File: config.mk
export PLATFORM = sky130hd
export DESIGN_NAME = axis_kx_packer_flat
export DESIGN_NICKNAME = d
export VERILOG_FILES = /design/src/rtl/axis_kx_packer_if.sv /design/src/rtl/axis_kx_packer.sv /design/src/flat_wrapper.sv
export SDC_FILE = /design/constraint.sdc
export NUM_CORES = 1
export LEC_CHECK = 0
export BUFFER_PORTS_ARGS = -buffer_cell sky130_fd_sc_hd__buf_2
export CORE_ASPECT_RATIO = 0.9
export CORE_UTILIZATION = 25
export CTS_CLUSTER_DIAMETER = 200
export CTS_CLUSTER_SIZE = 16
export DETAILED_ROUTE_END_ITERATION = 7
export GPL_TIMING_DRIVEN = 0
export PLACE_DENSITY = 0.43
export SLEW_MARGIN = 40
export SYNTH_ARGS = -nofsm -noshare
export SYNTH_HDL_FRONTEND = slang
export SYNTH_SLANG_ARGS = --single-unit
export TNS_END_PERCENT = 1
File: constraint.sdc
create_clock -name clk -period 3 [get_ports clk]
set_input_delay 0.6 -clock clk [delete_from_list [all_inputs] [get_ports clk]]
set_output_delay 0.6 -clock clk [all_outputs]
set_load 0.005 [all_outputs]
File: src/rtl/axis_kx_packer_if.sv
// Stream bundle around the weight+activation packer: the weight-row input
// stream (k), the activation-vector input stream (x) and the packed output
// stream (kx).
//
// Handshake rule for every stream in this bundle: a beat transfers on a
// rising clk edge where tvalid && tready are both 1. A source that raises
// tvalid keeps it and its payload stable until the transfer. A sink derives
// tready from its own registers only and never from tvalid.
//
// Modport "slave" is the packer's view: it sinks k and x and sources kx.
// Modport "master" is the surrounding environment's view.
interface axis_kx_packer_if #(
    parameter int R   = 8,
    parameter int C   = 8,
    parameter int W_K = 8,
    parameter int W_X = 8
);
    logic                         s_axis_k_tvalid;
    logic                         s_axis_k_tready;
    logic [C*W_K-1:0]             s_axis_k_tdata;
    logic                         s_axis_k_tlast;

    logic                         s_axis_x_tvalid;
    logic                         s_axis_x_tready;
    logic [C*W_X-1:0]             s_axis_x_tdata;

    logic                         m_axis_kx_tready;
    logic                         m_axis_kx_tvalid;
    logic [R*C*W_K+C*W_X-1:0]     m_axis_kx_tdata;

    modport slave (
        input  s_axis_k_tvalid, s_axis_k_tdata, s_axis_k_tlast,
        input  s_axis_x_tvalid, s_axis_x_tdata,
        input  m_axis_kx_tready,
        output s_axis_k_tready, s_axis_x_tready,
        output m_axis_kx_tvalid, m_axis_kx_tdata
    );

    modport master (
        output s_axis_k_tvalid, s_axis_k_tdata, s_axis_k_tlast,
        output s_axis_x_tvalid, s_axis_x_tdata,
        output m_axis_kx_tready,
        input  s_axis_k_tready, s_axis_x_tready,
        input  m_axis_kx_tvalid, m_axis_kx_tdata
    );
endinterface

File: src/rtl/axis_kx_packer.sv
// Weight+activation packer: collects R weight rows and one activation vector
// in any interleaving, then presents them as a single {k, x} beat. Rows land
// in k_buf in arrival order (row 0 in the LSBs). Also raises a sticky flag
// when the weight stream's tlast disagrees with the row count.
module axis_kx_packer #(
    parameter int R   = 8,
    parameter int C   = 8,
    parameter int W_K = 8,
    parameter int W_X = 8
) (
    input  logic              clk,
    input  logic              rstn,
    axis_kx_packer_if.slave   bus,
    output logic              err_tlast,
    output logic [0:0]        dbg_state
);
    localparam int ROW_W = C * W_K;
    localparam int K_W   = R * ROW_W;
    localparam int X_W   = C * W_X;
    localparam int CNT_W = $clog2(R + 1);

    typedef enum logic {
        COLLECT = 1'b0,
        FULL    = 1'b1
    } state_t;

    state_t             state_q;
    state_t             state_d;
    logic [CNT_W-1:0]   row_cnt;
    logic               x_have;
    logic [K_W-1:0]     k_buf;
    logic [X_W-1:0]     x_buf;

    logic               full;
    logic               k_fire;
    logic               x_fire;
    logic               out_fire;
    logic [CNT_W-1:0]   rows_next;
    logic               x_next;
    logic               k_last_exp;

    assign full       = (state_q == FULL);
    assign dbg_state  = state_q;

    // Readiness depends on registers only, so no path from any valid to a ready.
    assign bus.s_axis_k_tready  = !full && (row_cnt < CNT_W'(R));
    assign bus.s_axis_x_tready  = !full && !x_have;
    assign bus.m_axis_kx_tvalid = full;
    assign bus.m_axis_kx_tdata  = {k_buf, x_buf};

    assign k_fire   = bus.s_axis_k_tvalid && bus.s_axis_k_tready;
    assign x_fire   = bus.s_axis_x_tvalid && bus.s_axis_x_tready;
    assign out_fire = full && bus.m_axis_kx_tready;

    // What the row count and vector flag will be after this cycle's accepts;
    // a k and an x landing together may complete the set in one edge.
    assign rows_next  = row_cnt + {{(CNT_W-1){1'b0}}, k_fire};
    assign x_next     = x_have || x_fire;
    assign k_last_exp = (row_cnt == CNT_W'(R - 1));

    // Next state: fill until every row and the vector are held, then hold the
    // beat until downstream takes it.
    always_comb begin
        state_d = state_q;
        case (state_q)
            COLLECT: if ((rows_next == CNT_W'(R)) && x_next) state_d = FULL;
            FULL:    if (bus.m_axis_kx_tready) state_d = COLLECT;
            default: state_d = COLLECT;
        endcase
    end

    // State register.
    always_ff @(posedge clk or negedge rstn) begin
        if (!rstn) state_q <= COLLECT;
        else       state_q <= state_d;
    end

    // Row counter and vector flag: advance on accepts, clear on output handshake.
    always_ff @(posedge clk or negedge rstn) begin
        if (!rstn) begin
            row_cnt <= '0;
            x_have  <= 1'b0;
        end else if (out_fire) begin
            row_cnt <= '0;
            x_have  <= 1'b0;
        end else begin
            if (k_fire) row_cnt <= row_cnt + CNT_W'(1);
            if (x_fire) x_have  <= 1'b1;
        end
    end

    // Data buffers: each accepted row goes to the slot indexed by row_cnt.
    // They are not cleared after a beat; the next frame overwrites them.
    always_ff @(posedge clk or negedge rstn) begin
        if (!rstn) begin
            k_buf <= '0;
            x_buf <= '0;
        end else begin
            for (int r = 0; r < R; r++) begin
                if (k_fire && (row_cnt == CNT_W'(r)))
                    k_buf[r*ROW_W +: ROW_W] <= bus.s_axis_k_tdata;
            end
            if (x_fire) x_buf <= bus.s_axis_x_tdata;
        end
    end

    // Sticky framing flag: tlast must mark exactly the R-th row of each matrix.
    always_ff @(posedge clk or negedge rstn) begin
        if (!rstn)                                           err_tlast <= 1'b0;
        else if (k_fire && (bus.s_axis_k_tlast != k_last_exp)) err_tlast <= 1'b1;
    end
endmodule

File: src/flat_wrapper.sv
// flat-port wrapper written by rule: the top's interface ports become plain ports
module axis_kx_packer_flat 
#(
    parameter int R   = 8,
    parameter int C   = 8,
    parameter int W_K = 8,
    parameter int W_X = 8
)
  (clk, rstn, err_tlast, dbg_state, bus_s_axis_k_tvalid, bus_s_axis_k_tdata, bus_s_axis_k_tlast, bus_s_axis_x_tvalid, bus_s_axis_x_tdata, bus_m_axis_kx_tready, bus_s_axis_k_tready, bus_s_axis_x_tready, bus_m_axis_kx_tvalid, bus_m_axis_kx_tdata);
  axis_kx_packer_if #(.R(R), .C(C), .W_K(W_K), .W_X(W_X)) bus_i ();
  input  logic clk;
  input  logic rstn;
  output logic err_tlast;
  output logic [0:0] dbg_state;
  input wire logic [$bits(bus_i.s_axis_k_tvalid)-1:0] bus_s_axis_k_tvalid;
  input wire logic [$bits(bus_i.s_axis_k_tdata)-1:0] bus_s_axis_k_tdata;
  input wire logic [$bits(bus_i.s_axis_k_tlast)-1:0] bus_s_axis_k_tlast;
  input wire logic [$bits(bus_i.s_axis_x_tvalid)-1:0] bus_s_axis_x_tvalid;
  input wire logic [$bits(bus_i.s_axis_x_tdata)-1:0] bus_s_axis_x_tdata;
  input wire logic [$bits(bus_i.m_axis_kx_tready)-1:0] bus_m_axis_kx_tready;
  output wire logic [$bits(bus_i.s_axis_k_tready)-1:0] bus_s_axis_k_tready;
  output wire logic [$bits(bus_i.s_axis_x_tready)-1:0] bus_s_axis_x_tready;
  output wire logic [$bits(bus_i.m_axis_kx_tvalid)-1:0] bus_m_axis_kx_tvalid;
  output wire logic [$bits(bus_i.m_axis_kx_tdata)-1:0] bus_m_axis_kx_tdata;
  assign bus_i.s_axis_k_tvalid = bus_s_axis_k_tvalid;
  assign bus_i.s_axis_k_tdata = bus_s_axis_k_tdata;
  assign bus_i.s_axis_k_tlast = bus_s_axis_k_tlast;
  assign bus_i.s_axis_x_tvalid = bus_s_axis_x_tvalid;
  assign bus_i.s_axis_x_tdata = bus_s_axis_x_tdata;
  assign bus_i.m_axis_kx_tready = bus_m_axis_kx_tready;
  assign bus_s_axis_k_tready = bus_i.s_axis_k_tready;
  assign bus_s_axis_x_tready = bus_i.s_axis_x_tready;
  assign bus_m_axis_kx_tvalid = bus_i.m_axis_kx_tvalid;
  assign bus_m_axis_kx_tdata = bus_i.m_axis_kx_tdata;
  axis_kx_packer #(.R(R), .C(C), .W_K(W_K), .W_X(W_X)) u_core (.clk(clk), .rstn(rstn), .bus(bus_i), .err_tlast(err_tlast), .dbg_state(dbg_state));
endmodule
==> metrics.txt <==
outcome finished clean; fill count approximately 8800; CP Launch Type flop; max-cap violations 0; TritonCTS Sinks between 500 and 600; TritonCTS Buffers 42; Max Slew Vio Count 0; post-synthesis instance area 22000 um2; Max clock buf depth 3; Final Setup Violations 0; flops & latches, synth ~580; Area Overhead vs Synth 29.3%; Mapped Cells between 1000 and 1500; first-pass GRT wire length about 110000 um; routed len/inst between 20 and 25 um; final core utilization 32.8%; fin worst setup slack approximately 0.47 ns; cell area after layout about 28000 um2; Ys Warns 0; RSZ-0062 raised after global routing false; GRT Util Overall between 10% and 20%; Skew-Pair Late Insertion Delay 0.59 ns; CTS tree done; Worst Path Arrival about 3.0 ns; DRT Pass-1 Iters 4; Max rail drop VDD ~0.56 mV; Die X-Extent 314 um; Iter 0 DRT Violations around 440; Die H between 200 and 300 um; critical path class flop to flop; DRC Markers 0; Worst Path Required about 3.5 ns; clock-pin slew on the worst setup and hold paths roughly 0.070 ns; fmax roughly 400 MHz; crit path max fanout 10; Die ar. between 80000 and 90000 um2; Hold Fails Final Rpt 0; Synth cell types 31; htree depth 2; HP Class primary input to flop; root buffer selected by CTS clkbuf_16; Placement Setup Slack around 0.46 ns; largest net degree at the start of global routing 76; post-CTS sizing 0; Tightest Pin Transition about 0.65 ns; Synth Net Count roughly 1400; GP Congestion 0.823; HPWL Detailed between 50000 and 60000 um; Max transition margin 56.3%; FFs w/ async S/R, synth 100%; Post-Route WL 72600 um; clock skew 0.0252 ns; Cell Pwr Density 1080 nW/um2; crit path time final 2.53 ns; layout cells sized above 1 69.3%; vias in the first global route ~15000; area occupied by multi-input gates about 7000 um2; Port Buffer Count between 700 and 800; post-route ant nets 0; Storage cell area roughly 15000 um2; Pleak roughly 14 nW; Cell Area, Placed roughly 27000 um2; GRT Residual Overflow 0; vias per inst ~4.3; Vias ~14000; register area share after synthesis 66.5%; final period utilization a little over four fifths; I/O pins between 700 and 800; Initial Utilization 25.4%; number of enable flip-flop cells after synthesis 0; Core ar. just under 90000 um2; initial antenna violation count 1; Main synth FF type dfrtp_1; Final #Nets between 2000 and 2500; Mean Syn Cell Area around 17 um2; Rows roughly 100; Setup crit end kind flop
## cell families (layout without fill, tap and decap cells)
group / after synthesis / after routing / share of synthesized area [%]
AOI/OAI and AO/OA: 9 / 9 / 0.279
xor gates and xnor gates: 4 / 4 / 0.160
adders and majority gates: 6 / 6 / 0.342
buffers and inverters: 66 / 836 / 2.44
DFF: 583 / 583 / 66.5
muxes: 577 / 577 / 29.7
other: 0 / 4 / 0
and+or+nand+nor: 19 / 19 / 0.661
## registers in the layout, indices dropped and copies added (netlist names)
register / cells
u_core.bus.m_axis_kx_tvalid: 1
u_core.err_tlast: 1
u_core.k_buf: 512
u_core.row_cnt: 4
u_core.x_buf: 64
u_core.x_have: 1
## cell usage in the layout, fill, tap and decap left out, types with 2 or more instances in the layout
cell	netlist	layout
mux2_4	4	4
nand2_2	5	5
nor2_1	3	3
ha_1	6	6
buf_6	30	30
xnor2_1	2	2
inv_1	5	5
mux2_1	5	5
diode_2	0	4
xor2_1	2	2
buf_4	10	10
a21oi_1	3	3
clkbuf_16	0	45
buf_2	21	734
dfrtp_1	583	583
a21o_1	2	2
mux2_2	567	567
buf_16	0	9
## Yosys cell counts, types with 2 or more instances
library cell    n  area, um2
ha_1            6       75.1
nor2_1          3       11.3
mux2_4          4       60.1
buf_2          21        105
a21oi_1         3       15.0
xor2_1          2       17.5
inv_1           5       18.8
mux2_1          5       56.3
buf_4          10       75.1
nand2_2         5       31.3
dfrtp_1       583      14600
a21o_1          2       15.0
buf_6          30        338
mux2_2        567       6380
xnor2_1         2       17.5
## worst paths after layout
kind,depth (start not counted),start,end,slack (ns)
setup / recovery,6,u_core.bus.m_axis_kx_tvalid$_DFF_PN0_,u_core.bus.m_axis_kx_tvalid$_DFF_PN0_,0.47
hold / removal,2,bus_s_axis_x_tdata[44],u_core.x_buf[44]$_DFFE_PN0P_,0.24
setup reg to reg,6,u_core.bus.m_axis_kx_tvalid$_DFF_PN0_,u_core.bus.m_axis_kx_tvalid$_DFF_PN0_,0.47
hold reg to reg,1,u_core.err_tlast$_DFFE_PN0P_,u_core.err_tlast$_DFFE_PN0P_,0.46
max in group asynchronous,5,rstn,u_core.k_buf[425]$_DFFE_PN0P_,0.97
min in group asynchronous,2,rstn,u_core.k_buf[68]$_DFFE_PN0P_,0.52
## critical path, cell delays in order, from the launching register on
cell	delay (ns)
dfrtp_1	0.48
buf_4	0.21
nor3b_2	0.48
ha_1	0.27
ha_1	0.24
or4_1	0.47
o32ai_1	0.28
## stage by stage
step | hold slack (ns) | setup TNS (ns) | total power [mW] | std cells
after floorplan | 0.304 | 0 | 18.8 | 1264
after global placement | 0.446 | -6341.93 | 25.3 | 3122
after global routing | 0.206 | 0 | 32.5 | 3178
after detailed placement | 0.446 | 0 | 25.6 | 3131
after CTS | 0.187 | 0 | 31.2 | 3178
final | 0.243 | 0 | 30.5 | 3182
## per-layer routing
metal	routed length [um]	part of all wire, %	GRT usage (%)	up-vias
met5	13	0.018	0	-
met4	1840	2.5	4.60	2
met3	4680	6.4	4.24	92
met2	37100	51	28.0	337
met1	29000	40	19.3	7153
li1	-	-	-	6005
## report_power, final
group / leakage, nW / internal [mW] / switching (mW) / total [mW]
logic: 6.20 / 6.28 / 5.24 / 11.5
registers: 7.10 / 11.7 / 1.85 / 13.6
clock network: 0.561 / 2.65 / 2.76 / 5.41
## final cells by class
cell class                      count  area share [%]
Multi-Input combinational cell    615            24.1
Buffer                             61            1.83
Timing Repair Buffer              724            13.5
Antenna cell                        4          0.0353
Inverter                            5          0.0661
Tap cell                         1144            5.04
Clock inverter                      1          0.0397
Sequential cell                   583            51.4
Clock buffer                       45            3.97
## repair_timing
action | 4_1_cts | 5_1_grt
buffers inserted | 0 | 0
endpoints found under the setup margin | 0 | 0
endpoints found under the hold margin | 45 | 0
hold buffers | 1 | 0
Note: power is estimated with default switching activity, not from simulation.
